**config.mk**
```make
export PLATFORM = sky130hd
export DESIGN_NAME = apb_gpio_arb_master
export DESIGN_NICKNAME = d
export VERILOG_FILES = /design/src/rtl/apb_gpio_pkg.sv /design/src/rtl/apb_rr_arb2.sv /design/src/rtl/apb_gpio_arb_master.sv
export SDC_FILE = /design/constraint.sdc
export NUM_CORES = 1
export LEC_CHECK = 0
export ABC_AREA = 0
export BUFFER_PORTS_ARGS = -buffer_cell sky130_fd_sc_hd__buf_2
export CORE_MARGIN = 5
export CORE_UTILIZATION = 50
export DETAILED_ROUTE_END_ITERATION = 7
export PLACE_DENSITY = 0.85
export SYNTH_ARGS = -nofsm -noshare
export SYNTH_HDL_FRONTEND = slang
export SYNTH_SLANG_ARGS = --single-unit
export TNS_END_PERCENT = 5
```
**constraint.sdc**
```tcl
create_clock -name PCLK -period 11.2 [get_ports PCLK]
set_input_delay 1.68 -clock PCLK [delete_from_list [all_inputs] [get_ports PCLK]]
set_output_delay 1.68 -clock PCLK [all_outputs]
set_load 0.02 [all_outputs]
```
**src/rtl/apb_gpio_pkg.sv**
```systemverilog
// Shared types and constants for the two-requester APB master used by the GPIO bridge.
package apb_gpio_pkg;

  localparam int unsigned NUM_REQ = 2;

  typedef enum logic [1:0] {
    IDLE,
    SETUP,
    ACCESS
  } apb_state_e;

endpackage

```
**src/rtl/apb_rr_arb2.sv**
```systemverilog
// Two-way round-robin arbiter: a lone request wins outright, on contention the requester
// not served last wins. The history only moves when the grant is actually taken.
module apb_rr_arb2
  import apb_gpio_pkg::*;
(
  input  logic               clk_i,
  input  logic               rst_i,
  input  logic [NUM_REQ-1:0] req_i,
  input  logic               advance_i,
  output logic [NUM_REQ-1:0] gnt_o
);

  // Index of the requester served last; reset to r1 so r0 is preferred first.
  logic last_q;

  always_comb begin
    gnt_o = '0;
    case (req_i)
      2'b01:   gnt_o = 2'b01;
      2'b10:   gnt_o = 2'b10;
      2'b11:   gnt_o = last_q ? 2'b01 : 2'b10;
      default: gnt_o = '0;
    endcase
  end

  always_ff @(posedge clk_i or posedge rst_i) begin
    if (rst_i) begin
      last_q <= 1'b1;
    end else if (advance_i && (|gnt_o)) begin
      last_q <= gnt_o[1];
    end
  end

endmodule

```
**src/rtl/apb_gpio_arb_master.sv**
```systemverilog
// APB master shared by two requesters: round-robin pick in IDLE, one SETUP/ACCESS transfer at
// a time, and a watchdog that aborts with err_o when PREADY never arrives.
module apb_gpio_arb_master
  import apb_gpio_pkg::*;
#(
  parameter int unsigned ADDR_W  = 32,
  parameter int unsigned DATA_W  = 32,
  parameter int unsigned TIMEOUT = 16
) (
  input  logic                    PCLK,
  input  logic                    PRESET,
  input  logic [NUM_REQ-1:0]      req_i,
  input  logic [NUM_REQ-1:0]      we_i,
  input  logic [2*ADDR_W-1:0]     addr_i,
  input  logic [2*DATA_W-1:0]     wdata_i,
  output logic [NUM_REQ-1:0]      gnt_o,
  output logic [NUM_REQ-1:0]      done_o,
  output logic [NUM_REQ-1:0]      err_o,
  output logic [DATA_W-1:0]       rdata_o,
  output logic                    PSEL,
  output logic                    PENABLE,
  output logic                    PWRITE,
  output logic [ADDR_W-1:0]       PADDR,
  output logic [DATA_W-1:0]       PWDATA,
  input  logic                    PREADY,
  input  logic [DATA_W-1:0]       PRDATA
);

  localparam int unsigned CNT_W = $clog2(TIMEOUT + 1);

  apb_state_e         state_q;
  logic [CNT_W-1:0]   cnt_q;
  logic [NUM_REQ-1:0] gnt_q, done_q, err_q;
  logic [DATA_W-1:0]  rdata_q, pwdata_q;
  logic [ADDR_W-1:0]  paddr_q;
  logic               psel_q, penable_q, pwrite_q;

  logic [NUM_REQ-1:0] arb_gnt;
  logic               start, sel, timed_out;

  // The done_o cycle is always spent idle, which enforces the gap between transfers.
  assign start     = (state_q == IDLE) && !(|done_q) && (|req_i);
  assign sel       = arb_gnt[1];
  assign timed_out = (cnt_q == CNT_W'(TIMEOUT - 1));

  apb_rr_arb2 u_arb (
    .clk_i    (PCLK),
    .rst_i    (PRESET),
    .req_i    (req_i),
    .advance_i(start),
    .gnt_o    (arb_gnt)
  );

  always_ff @(posedge PCLK or posedge PRESET) begin
    if (PRESET) begin
      state_q   <= IDLE;
      cnt_q     <= '0;
      gnt_q     <= '0;
      done_q    <= '0;
      err_q     <= '0;
      rdata_q   <= '0;
      psel_q    <= 1'b0;
      penable_q <= 1'b0;
      pwrite_q  <= 1'b0;
      paddr_q   <= '0;
      pwdata_q  <= '0;
    end else begin
      done_q <= '0;
      err_q  <= '0;
      unique case (state_q)
        IDLE: begin
          cnt_q <= '0;
          if (start) begin
            state_q  <= SETUP;
            gnt_q    <= arb_gnt;
            psel_q   <= 1'b1;
            pwrite_q <= we_i[sel];
            paddr_q  <= sel ? addr_i[2*ADDR_W-1:ADDR_W] : addr_i[ADDR_W-1:0];
            pwdata_q <= sel ? wdata_i[2*DATA_W-1:DATA_W] : wdata_i[DATA_W-1:0];
          end
        end
        SETUP: begin
          state_q   <= ACCESS;
          penable_q <= 1'b1;
        end
        ACCESS: begin
          // PREADY is checked first so a ready on the last allowed cycle still completes.
          if (PREADY || timed_out) begin
            state_q   <= IDLE;
            psel_q    <= 1'b0;
            penable_q <= 1'b0;
            gnt_q     <= '0;
            done_q    <= gnt_q;
            cnt_q     <= '0;
            if (PREADY) begin
              if (!pwrite_q) rdata_q <= PRDATA;
            end else begin
              err_q <= gnt_q;
            end
          end else begin
            cnt_q <= cnt_q + CNT_W'(1);
          end
        end
        default: state_q <= IDLE;
      endcase
    end
  end

  assign gnt_o   = gnt_q;
  assign done_o  = done_q;
  assign err_o   = err_q;
  assign rdata_o = rdata_q;
  assign PSEL    = psel_q;
  assign PENABLE = penable_q;
  assign PWRITE  = pwrite_q;
  assign PADDR   = paddr_q;
  assign PWDATA  = pwdata_q;

endmodule

```
==> flow_metrics.py <==
metrics = {
    "placement": {
        "dpl-instance-area_mm2": 0.006694,
        "dpl.hpwl_um": 10950,
        "numPortBuffers": 271,
        "place.gp.congestion": 0.8289,
        "dp.cells": 731,
        "pre_cts_ws_ns": 7.108,
    },
    "pwr": {
        "peakVddDrop_uv": 165.8,
        "p_seq_share_pct": 31.1,
        "p_per_area_mw_per_mm2": 311.1,
        "power_mw": 2.293,
        "combPwrFrac_pct": 42.5,
        "leakagePower_nw": 3.738,
        "p_int_mw": 1.464,
        "p_switching_uw": 828.6,
        "power.share.clock_pct": 26.4,
        "switching_share_pct": 36.14,
    },
    "timing": {
        "postLayoutSetupSlackWorst_ns": 7.597,
        "holdWs_ns": 0.4747,
        "slew-limit-headroom_pct": 14.32,
        "tightest_slew_ns": 1.285,
        "hold_viol": 0,
        "finalSetupViolCount": 0,
        "finalClockSkew_ns": 0.008263,
        "finalCritPeriodShare_pct": 32.17,
        "report.final.slew_viol_count": 0,
        "fmax_ghz": 0.2775,
        "period_needed_ns": 3.603,
        "rsz0062_at_grt": "false",
        "tns_ns": 0,
    },
    "synth": {
        "synth.avg_cell_area_um2": 15.21,
        "ys_seq_elements": 113,
        "ys_top_cells_by_area": "dfrtp_1, mux2_4, a32o_1",
        "synthesis.nets": 522,
        "syn_inst": 353,
        "synth_top_area_share_pct": 52.20,
        "synth_top_cell_by_area": "dfrtp_1",
        "syn_area_mm2": 0.005369,
        "yosysWarningCount": 0,
        "yosysUniqueCellTypes": 36,
        "ys_seq_area_share_pct": 52.69,
    },
    "drt": {
        "wl_per_cell_um": 19.75,
        "detail_route.wirelength_um": 15110,
        "ant_nets": 0,
        "drt_iter0_markers": 195,
        "drc": 0,
        "via_per_inst": 5.469,
        "first_pass_iters": 5,
        "num_vias": 4184,
    },
    "setup_path": {
        "crit_chain": "buf_2 > buf_4 > o21a_4 > buf_4 > mux2_4",
        "arrival_ns": 3.99,
        "cpMaxStageDelayCell": "buf_4",
        "cp-start-kind": "input pin",
        "cp_num_buf_inv": 3,
        "crit_family": "buffers and inverters",
        "required_ns": 11.59,
        "worst-setup-path-type": "in2reg",
        "worst-path-max-fanout": 69,
        "worstSetupEndpointType": "flop",
        "cp_common_cell": "buf_4",
        "cpPeakStageDelay_ns": 0.63,
    },
    "run": {
        "cap_violations": 0,
    },
    "die": {
        "ios": 272,
        "initial_core_util_pct": 51.54,
        "fp.dieH_um": 113.6,
        "die_w_um": 113.6,
        "die-area_mm2": 0.01291,
        "rows": 37,
        "core_area_mm2": 0.01042,
    },
    "layout": {
        "nNetsFinal": 783,
        "layout_common_cells": "buf_2, dfrtp_1, a32o_1, mux2_4, mux2_2",
        "design_area_mm2": 0.007371,
        "final_core_util_pct": 70.76,
        "synthToLayoutAreaGrowth_pct": 37.29,
        "stdcell_count": 765,
        "drive_gt1_share_pct": 64.11,
        "layout_commonest_cell": "buf_2",
    },
    "clock_tree": {
        "cts_tree": "done",
        "cts.sinks": 113,
        "clockRootBuffer": "clkbuf_8",
        "post_cts_resized": 0,
        "cts_buffers": 17,
        "htree_num_levels": 4,
        "postCtsHoldBufs": 0,
        "cts.reportedPaths.clkPinSlew_ns": 0.06,
        "clk_latency_ns": 0.51,
        "cts_setup_buffers": 0,
        "cts_buffer_depth": 2,
    },
    "run_status": {
        "run_status": "finished clean",
    },
    "global_route": {
        "grt_pass1_vias": 4442,
        "grt_max_degree": 70,
        "grt_pass1_wl_um": 23160,
        "grtUsageTotal_pct": 23.05,
        "overflow": 0,
        "grt_antenna_before_repair": 2,
    },
    "hold_path": {
        "min_path_type": "reg2reg",
    },
}
layout make-up:
type                       count  area [um^2]
inverter                       4        17.52
fill                         726         3045
timing repair buffer         276         1394
tap                          136        170.2
sequential                   113         2829
clock buffer                  17        414.1
multi-input combinational    202         2283
antenna                        2        5.005
clock inverter                15        257.7
metal layers:
metal  GRT usage (%)  up-vias  routed length (um)
met5               0        -                   0
met4           9.054        0                 344
met3           6.737       21                1350
met2           40.13      244                7665
met1           26.74     2025                5747
li1                -     1894                   -
synthesized netlist by cell type (all sizes together):
cell type,instances
and2,2
or2,1
inv,4
buf,20
o21a,2
and3,1
or3,1
nand3,2
dfrtp,112
nor2,2
a21boi,1
dfstp,1
nor4b,1
nor3b,3
mux2,97
a22o,2
nand2,4
a21oi,1
nand2b,2
mux2i,1
a32o,65
nor4,1
xor2,1
a21o,2
o211ai,1
o21ai,7
clkbuf,14
ha,2
worst register-to-register path, stage by stage, from the launching register on:
cell	delay, ns
dfrtp_1	0.49
nor4_4	0.40
o21a_4	0.56
buf_4	0.65
mux2_4	0.40
sequential cells by signal (all words and copies together), names as in the netlist:
signal	flops
PADDR	32
PWDATA	32
rdata_o	32
cnt_q	5
done_o	2
err_o	2
gnt_o	2
state_q	2
PENABLE	1
PSEL	1
PWRITE	1
u_arb.last_q	1
path summary, 6_finish.rpt:
| path | start | end | cells past startpoint | slack, ns |
|---|---|---|---|---|
| worst max register to register | state_q[0]$_DFFE_PP0P_ | PWDATA[1]$_DFFE_PP0P_ | 4 | 8.58 |
| worst min-delay path | PSEL$_DFFE_PP0P_ | PSEL$_DFFE_PP0P_ | 1 | 0.47 |
| min in group asynchronous | PRESET | rdata_o[2]$_DFFE_PP0P_ | 2 | 1.28 |
| worst min register to register | PSEL$_DFFE_PP0P_ | PSEL$_DFFE_PP0P_ | 1 | 0.47 |
| worst max-delay path | req_i[0] | PWDATA[1]$_DFFE_PP0P_ | 5 | 7.60 |
| max in group asynchronous | PRESET | rdata_o[15]$_DFFE_PP0P_ | 3 | 8.75 |
kinds of logic after synthesis:
group	share of synthesized area, %
adders and majority gates	0.4660
muxes	24.73
DFF	52.69
and+or+nand+nor	2.750
xor gates and xnor gates	0.1632
AOI/OAI and AO/OA	14.03
buffers and inverters	5.173
power by group through the flow:
stage	Clock, mW	Combinational (mW)	Sequential [mW]
floorplan	0	0.527	0.909
global placement	0	0.958	0.704
detailed placement	0	0.985	0.708
CTS	0.615	0.988	0.713
global route	0.635	1.04	0.736
finish	0.606	0.975	0.713
No activity file was read; power rests on OpenSTA's default activity.
